--- src/rtl/cache_mem_arbiter_if.sv ---
// Bus bundle between the two L1 miss controllers, the arbiter and the shared L2/memory port.
// slave = arbiter view; master = environment view (caches plus downstream memory).
interface cache_mem_arbiter_if #(
    parameter int ADDR_W = 32,
    parameter int LINE_W = 256
);
    logic              i_read;
    logic [ADDR_W-1:0] i_addr;
    logic [LINE_W-1:0] i_rdata;
    logic              i_resp;

    logic              d_read;
    logic              d_write;
    logic [ADDR_W-1:0] d_addr;
    logic [LINE_W-1:0] d_wdata;
    logic [LINE_W-1:0] d_rdata;
    logic              d_resp;

    logic              m_read;
    logic              m_write;
    logic [ADDR_W-1:0] m_addr;
    logic [LINE_W-1:0] m_wdata;
    logic [LINE_W-1:0] m_rdata;
    logic              m_resp;

    modport slave (
        input  i_read, i_addr, d_read, d_write, d_addr, d_wdata, m_rdata, m_resp,
        output i_rdata, i_resp, d_rdata, d_resp, m_read, m_write, m_addr, m_wdata
    );

    modport master (
        output i_read, i_addr, d_read, d_write, d_addr, d_wdata, m_rdata, m_resp,
        input  i_rdata, i_resp, d_rdata, d_resp, m_read, m_write, m_addr, m_wdata
    );
endinterface

--- src/rtl/cache_mem_arbiter.sv ---
// Serialises icache line reads and dcache reads/write-backs onto one line-wide memory port,
// with fixed (dcache-first) or round-robin conflict resolution and a saturating conflict counter.
module cache_mem_arbiter #(
    parameter int ADDR_W = 32,
    parameter int LINE_W = 256,
    parameter int RR_EN  = 0,
    parameter int CNT_W  = 32
) (
    input  logic             clk,
    input  logic             rst_n,
    cache_mem_arbiter_if.slave bus,
    output logic [CNT_W-1:0] conflict_count
);

    typedef enum logic [1:0] {
        S_IDLE    = 2'd0,
        S_BUSY_I  = 2'd1,
        S_BUSY_D  = 2'd2,
        S_RELEASE = 2'd3
    } state_t;

    state_t           r_state;
    state_t           w_state_nxt;
    logic             r_last_d;      // 1: most recent grant went to dcache
    logic [CNT_W-1:0] r_conflict;

    logic              w_i_req;
    logic              w_d_req;
    logic              w_conflict;
    logic              w_pick_i;
    logic              w_m_read;
    logic              w_m_write;
    logic [ADDR_W-1:0] w_m_addr;
    logic [LINE_W-1:0] w_m_wdata;
    logic              w_i_resp;
    logic              w_d_resp;

    assign w_i_req    = bus.i_read;
    assign w_d_req    = bus.d_read | bus.d_write;
    assign w_conflict = w_i_req & w_d_req;
    // Round-robin hands a conflict to icache only when dcache won last time.
    assign w_pick_i   = (RR_EN != 0) && r_last_d;

    always_comb begin
        w_state_nxt = r_state;
        case (r_state)
            S_IDLE: begin
                if (w_conflict)   w_state_nxt = w_pick_i ? S_BUSY_I : S_BUSY_D;
                else if (w_i_req) w_state_nxt = S_BUSY_I;
                else if (w_d_req) w_state_nxt = S_BUSY_D;
            end
            S_BUSY_I,
            S_BUSY_D: begin
                if (bus.m_resp) w_state_nxt = S_RELEASE;
            end
            S_RELEASE: w_state_nxt = S_IDLE;
            default:   w_state_nxt = S_IDLE;
        endcase
    end

    always_ff @(posedge clk or negedge rst_n) begin
        if (!rst_n) begin
            r_state  <= S_IDLE;
            r_last_d <= 1'b0;
        end else begin
            r_state <= w_state_nxt;
            if (r_state == S_IDLE && w_state_nxt == S_BUSY_I) r_last_d <= 1'b0;
            if (r_state == S_IDLE && w_state_nxt == S_BUSY_D) r_last_d <= 1'b1;
        end
    end

    always_ff @(posedge clk or negedge rst_n) begin
        if (!rst_n) begin
            r_conflict <= '0;
        end else if (r_state == S_IDLE && w_conflict && r_conflict != {CNT_W{1'b1}}) begin
            r_conflict <= r_conflict + 1'b1;
        end
    end

    // Downstream mux follows the registered grant; requester fields are held stable meanwhile.
    always_comb begin
        w_m_read  = 1'b0;
        w_m_write = 1'b0;
        w_m_addr  = '0;
        w_m_wdata = '0;
        w_i_resp  = 1'b0;
        w_d_resp  = 1'b0;
        case (r_state)
            S_BUSY_I: begin
                w_m_read = 1'b1;
                w_m_addr = bus.i_addr;
                w_i_resp = bus.m_resp;
            end
            S_BUSY_D: begin
                w_m_write = bus.d_write;
                w_m_read  = ~bus.d_write;
                w_m_addr  = bus.d_addr;
                w_m_wdata = bus.d_wdata;
                w_d_resp  = bus.m_resp;
            end
            default: ;
        endcase
    end

    assign bus.m_read      = w_m_read;
    assign bus.m_write     = w_m_write;
    assign bus.m_addr      = w_m_addr;
    assign bus.m_wdata     = w_m_wdata;
    assign bus.i_resp      = w_i_resp;
    assign bus.d_resp      = w_d_resp;
    assign bus.i_rdata     = bus.m_rdata;
    assign bus.d_rdata     = bus.m_rdata;
    assign conflict_count  = r_conflict;

endmodule

--- src/flat_wrapper.sv ---
// flat-port wrapper written by rule: the top's interface ports become plain ports
module cache_mem_arbiter_flat 
#(
    parameter int ADDR_W = 32,
    parameter int LINE_W = 256,
    parameter int RR_EN  = 0,
    parameter int CNT_W  = 32
)
  (clk, rst_n, conflict_count, bus_i_read, bus_i_addr, bus_d_read, bus_d_write, bus_d_addr, bus_d_wdata, bus_m_rdata, bus_m_resp, bus_i_rdata, bus_i_resp, bus_d_rdata, bus_d_resp, bus_m_read, bus_m_write, bus_m_addr, bus_m_wdata);
  cache_mem_arbiter_if #(.ADDR_W(ADDR_W), .LINE_W(LINE_W)) bus_i ();
  input  logic clk;
  input  logic rst_n;
  output logic [CNT_W-1:0] conflict_count;
  input wire logic [$bits(bus_i.i_read)-1:0] bus_i_read;
  input wire logic [$bits(bus_i.i_addr)-1:0] bus_i_addr;
  input wire logic [$bits(bus_i.d_read)-1:0] bus_d_read;
  input wire logic [$bits(bus_i.d_write)-1:0] bus_d_write;
  input wire logic [$bits(bus_i.d_addr)-1:0] bus_d_addr;
  input wire logic [$bits(bus_i.d_wdata)-1:0] bus_d_wdata;
  input wire logic [$bits(bus_i.m_rdata)-1:0] bus_m_rdata;
  input wire logic [$bits(bus_i.m_resp)-1:0] bus_m_resp;
  output wire logic [$bits(bus_i.i_rdata)-1:0] bus_i_rdata;
  output wire logic [$bits(bus_i.i_resp)-1:0] bus_i_resp;
  output wire logic [$bits(bus_i.d_rdata)-1:0] bus_d_rdata;
  output wire logic [$bits(bus_i.d_resp)-1:0] bus_d_resp;
  output wire logic [$bits(bus_i.m_read)-1:0] bus_m_read;
  output wire logic [$bits(bus_i.m_write)-1:0] bus_m_write;
  output wire logic [$bits(bus_i.m_addr)-1:0] bus_m_addr;
  output wire logic [$bits(bus_i.m_wdata)-1:0] bus_m_wdata;
  assign bus_i.i_read = bus_i_read;
  assign bus_i.i_addr = bus_i_addr;
  assign bus_i.d_read = bus_d_read;
  assign bus_i.d_write = bus_d_write;
  assign bus_i.d_addr = bus_d_addr;
  assign bus_i.d_wdata = bus_d_wdata;
  assign bus_i.m_rdata = bus_m_rdata;
  assign bus_i.m_resp = bus_m_resp;
  assign bus_i_rdata = bus_i.i_rdata;
  assign bus_i_resp = bus_i.i_resp;
  assign bus_d_rdata = bus_i.d_rdata;
  assign bus_d_resp = bus_i.d_resp;
  assign bus_m_read = bus_i.m_read;
  assign bus_m_write = bus_i.m_write;
  assign bus_m_addr = bus_i.m_addr;
  assign bus_m_wdata = bus_i.m_wdata;
  cache_mem_arbiter #(.ADDR_W(ADDR_W), .LINE_W(LINE_W), .RR_EN(RR_EN), .CNT_W(CNT_W)) u_core (.clk(clk), .rst_n(rst_n), .bus(bus_i), .conflict_count(conflict_count));
endmodule
--- config.mk ---
export PLATFORM = sky130hd
export DESIGN_NAME = cache_mem_arbiter_flat
export DESIGN_NICKNAME = d
export VERILOG_FILES = /design/src/rtl/cache_mem_arbiter_if.sv /design/src/rtl/cache_mem_arbiter.sv /design/src/flat_wrapper.sv
export SDC_FILE = /design/constraint.sdc
export NUM_CORES = 1
export LEC_CHECK = 0
export ABC_CLOCK_PERIOD_IN_PS = 4600
export CAP_MARGIN = 10
export CORE_AREA = 3 3 555 557
export DETAILED_ROUTE_END_ITERATION = 12
export DIE_AREA = 0 0 558 560
export GPL_ROUTABILITY_DRIVEN = 0
export HOLD_SLACK_MARGIN = 0.03
export PLACE_DENSITY = 0.3
export SLEW_MARGIN = 20
export SYNTH_ARGS = -nofsm -noshare
export SYNTH_HDL_FRONTEND = slang
export SYNTH_SLANG_ARGS = --single-unit
--- constraint.sdc ---
create_clock -name clk -period 4.6 [get_ports clk]
set_input_delay 0.69 -clock clk [delete_from_list [all_inputs] [get_ports clk]]
set_output_delay 0.69 -clock clk [all_outputs]
set_load 0.02 [all_outputs]
* Word level (Yosys, flattened, before mapping) *
Index checks and enable logic that the tools add are counted.

storage, ports and cells
  bits in registers = 34
  input port bits = 582
  output and inout bits = 836
  logic and storage cells = 28

operators by class
  $add $sub $neg = 1
  eq/ne operators = 6
  multiplexer cells = 11
  bitwise logic cells = 3
  reductions and logical operators = 5

operators with widths
  kind                     count
  $mux W256                1
  $pmux W32 S2             1
  $add A32 B1 Y32 const B  1
  $ne A32 B32 Y1 const B   1
  $mux W2                  4
  $pmux W2 S3              1
  $eq A2 B2 Y1 const B     2
  $ne A4 B2 Y1 const B     1
  $mux W1                  3
  $eq A2 B1 Y1 const B     1
  $logic_and A1 B1 Y1      2
  $logic_not A2 Y1         1
  $ne A2 B2 Y1 const B     1
  $pmux W1 S2              1
  $reduce_and A2 Y1        1
  $reduce_or A2 Y1         1
  $and A1 B1 Y1            1
  $not A1 Y1               1
  $or A1 B1 Y1             1

* Longest topological paths before layout *
  word-level depth = 5
  gate-level depth with buffers = 8
  depth with buffers taken out = 7

* Least setup slack after synthesis *
Ideal clock, no wire load.

  path kind = register -> output
  from = register u_core.r_state[0]
  to = output port bus_m_addr[0]
  arrival time = 1.627 ns
  required time = 3.910 ns
  setup slack = 2.283 ns
  stages on the path, launching flop included = 7
  buffers on the path = 2
  path through = dfrtp_1 inv_1 ha_1 clkbuf_1 clkbuf_1 a22oi_1 nor2b_1

between the ends
  word-level cells in the longest chain between the ends = 2
  elaborated cells on any way between the ends = 3
  classes of those cells = eq/ne: 2; mux: 1

ends and longest elaborated chain
  element                                              RTL line                 text
  start: declaration                                   cache_mem_arbiter.sv:22  state_t r_state;
  start signal: assignment                             cache_mem_arbiter.sv:66  r_state <= w_state_nxt;
  $eq A2 B2 Y1 / $eq A2 B1 Y1 (equally long branches)  cache_mem_arbiter.sv:88  case (r_state)
  $pmux W32 S2 (*)                                     cache_mem_arbiter.sv:88
  end: declaration                                     flat_wrapper.sv:28       output wire logic [$bits(bus_i.m_addr)-1:0] bus_m_addr;

Mark *: on every way between the ends. The rest lies on a longest branch, timed or not.

* Final worst setup path *
  from = register u_core.r_state[0]
  to = output port bus_m_wdata[163]

between the ends
  word-level cells in the longest chain between the ends = 2

ends and longest elaborated chain
  element           RTL line                 text
  $eq A2 B2 Y1      cache_mem_arbiter.sv:88
  $mux W256         cache_mem_arbiter.sv:88
  end: declaration  flat_wrapper.sv:29       output wire logic [$bits(bus_i.m_wdata)-1:0] bus_m_wdata;

Every way passes these cells.

==> impl_metrics.tcl <==
set metrics [dict create \
    outcome "completed" \
    die_x_um 558 \
    crit_path_start "u_core.r_state[0]" \
    synthesis.nets 1626 \
    grt_overflow 0 \
    grt_util_all_layers 0.110 \
    core-area_mm2 0.303 \
    hpwl_um 173000 \
    cts_setup_buffers 0 \
    met3_length_um 52500 \
    io_pins 1418 \
    finalSetupViolCount 0 \
    p_switching_w 0.00354 \
    vias_per_cell 1.64 \
    cts_made_buffers 5 \
    pwr-share-comb 0.884 \
    cts_max_level 2 \
    synth_edf_count 0 \
    synth_ff_type "dfrtp_1" \
    dieArea_mm2 0.312 \
    dr_total_vias 8449 \
    cp.required_ps 3910 \
    maxSlewViolCount 0 \
    initial_core_util 0.0258 \
    clock_sinks 34 \
    irDropWorstVdd_mv 0.301 \
    p_total_w 0.00622 \
    syn_avg_cell_area_um2 7.51 \
    worstMarginPinSlew_ps 1020 \
    arrival_ps 3200 \
    synth-seq-cells 34 \
    wirelength_um 181000 \
    timing.final.hold_violations 0 \
    hold_class "flop to flop" \
    grt_pass1_wl_um 202000 \
    p_leak_nw 4.19 \
    drtIter0Drc 591 \
    firstDrtPassIters 5 \
    stdcell_count 5140 \
    wire_per_inst_um 35.3 \
    maxCapViolCount 0 \
    synth_top_area_frac 0.492 \
    antenna_found_initial 122 \
    synthArstFlopShare 1.00 \
    clockRootBuffer "clkbuf_16" \
    ff2ff_setup_slack_ps 1770 \
    synth_area_leaders "buf_4 (49%), and2_1 (21%), dfrtp_1 (11%), a22oi_1 (3.1%), nor2b_1 (2.7%)" \
    grt_setup_unrepaired "no" \
    fin_hold_ws_ps 522 \
    clockBufferDepth 2 \
    syn_inst 1040 \
    top_layer "met5" \
    synth_seq_area_share 0.109 \
    rows 202 \
    dr_wl_met2_um 75400 \
    areaGrowthSynthToFinish_pct 99.1 \
    critPathKind "flop to output port" \
    period_share 0.845 \
    grt_pass1_vias 8353 \
    timing.slew.headroom 0.322 \
    yosysWarnings 0 \
    dieHeight_um 560 \
    m1WireLength_um 46600 \
    period_minus_slack_ps 3890 \
    grt_max_degree 96 \
    drtAntennaViolNets 0 \
    final.setup.tns_ps 0 \
    cts_resized 0 \
    p_sw_frac 0.569 \
    cellPowerDensity_mw_per_mm2 400 \
    fmax_mhz 257 \
    min_from "u_core.conflict_count[31]" \
    p_seq_frac 0.061 \
    crit_path_end_kind "output port" \
    cts_tree "done" \
    reg2reg_from "u_core.r_state[1]" \
    yosysTopAreaCell "buf_4" \
    insertion_delay_ps 290 \
    dp.cells 5123 \
    drive_above_1_share 0.0287 \
    nets 1738 \
    crit_fanout 95 \
    ctsHoldBuffers 0 \
    p_int_w 0.00268 \
    syn_area_mm2 0.00781 \
    clockPowerShare 0.055 \
    start_kind "flop" \
    numPortBuffers 649 \
    synth.distinct_cells 40 \
    final.setup_skew_ps 6.19 \
    drcViolationCount 0 \
    clk_pin_slew_ps 60 \
]
==> routing by layer <==
metal	vias up	GRT usage
met2	1419	0.164
met4	14	0.0317
met3	390	0.144
met1	3663	0.0841
li1	2963	-
met5	-	0.00587
==> layout make-up <==
class,count,area [um2]
Inverter,7,26.3
Timing Repair Buffer,658,6580
Fill cell,35743,287000
Multi-Input combinational cell,446,2950
Tap cell,3978,4980
Antenna cell,11,27.5
Sequential cell,34,851
Clock buffer,6,139
==> sequential cells by signal, summed over array words and instances (netlist names) <==
name / flops
u_core.conflict_count: 32
u_core.r_state: 2
==> synth_stat cells, types with 2 or more instances <==
library cell	n
mux2_2	4
xnor2_1	16
nor3_1	6
buf_4	512
o21ai_0	2
and3_1	6
ha_1	4
a21oi_1	3
xor2_1	12
clkbuf_1	40
or2_1	2
inv_1	7
nand3_1	9
nand2_1	14
dfrtp_1	34
and4_1	3
a22oi_1	32
and2_1	260
nor2_1	10
nand4_1	9
nor2b_1	34
nor4_1	3
==> stage by stage <==
step	util	area (um2)	setup slack, ps
floorplan	-	7810	2280
global placement	0.0508	15400	877
detailed placement	0.0508	15400	932
CTS	0.0512	15500	535
global route	0.0513	15500	581
finish	0.0513	15600	711
==> critical path: stages, from the launching register on <==
cell,delay [ps]
dfrtp_1,440
inv_1,160
ha_4,300
buf_4,740
and2_1,410
clkdlybuf4s50_1,720
==> cells in the final DEF, fill, tap and decap left out, drive strengths merged <==
cell / instances
nor2: 10
dfrtp: 34
a21oi: 3
xor2: 12
nor2b: 34
a22oi: 32
o21a: 1
clkdlybuf4s50: 646
or2: 2
nand3: 9
o31ai: 1
nor3: 7
xnor2: 16
mux2: 4
or4b: 1
a31oi: 1
o21ai: 2
a22o: 1
clkbuf: 6
ha: 4
o211ai: 1
buf: 12
mux2i: 1
nor3b: 1
and2: 260
nor4: 4
or3b: 1
diode: 11
inv: 7
and4: 4
o22ai: 1
nand4: 10
or4: 2
a221oi: 1
nand2: 14
and3: 6
==> cell families after synthesis <==
kind of cell | Yosys count | synth area share
AO/OA/AOI/OAI | 44 | 0.0413
multiplexers | 5 | 0.00705
XOR/XNOR | 28 | 0.0314
adder cells (fa/ha/maj) | 4 | 0.00641
AND/OR/NAND/NOR | 365 | 0.290
buffers and inverters | 560 | 0.515
flip-flops | 34 | 0.109
==> power groups by stage <==
stage	Sequential, W	Combinational [W]	Clock, W
after floorplan	0.000389	0.00277	0
after global placement	0.000388	0.00569	0
after detailed placement	0.000385	0.00562	0
after CTS	0.000381	0.00566	0.000354
after global routing	0.000384	0.00578	0.000361
final	0.000381	0.00550	0.000344
==> worst paths after layout <==
path / to / depth (start not counted)
worst min-delay path: u_core.conflict_count[31] / 1
min in group asynchronous: u_core.conflict_count[15] / 2
worst min register to register: u_core.conflict_count[31] / 1
worst max register to register: u_core.conflict_count[15] / 7
max in group asynchronous: u_core.conflict_count[25] / 2
worst max-delay path: bus_m_wdata[163] / 5
No activity file was read; power rests on OpenSTA's default activity.
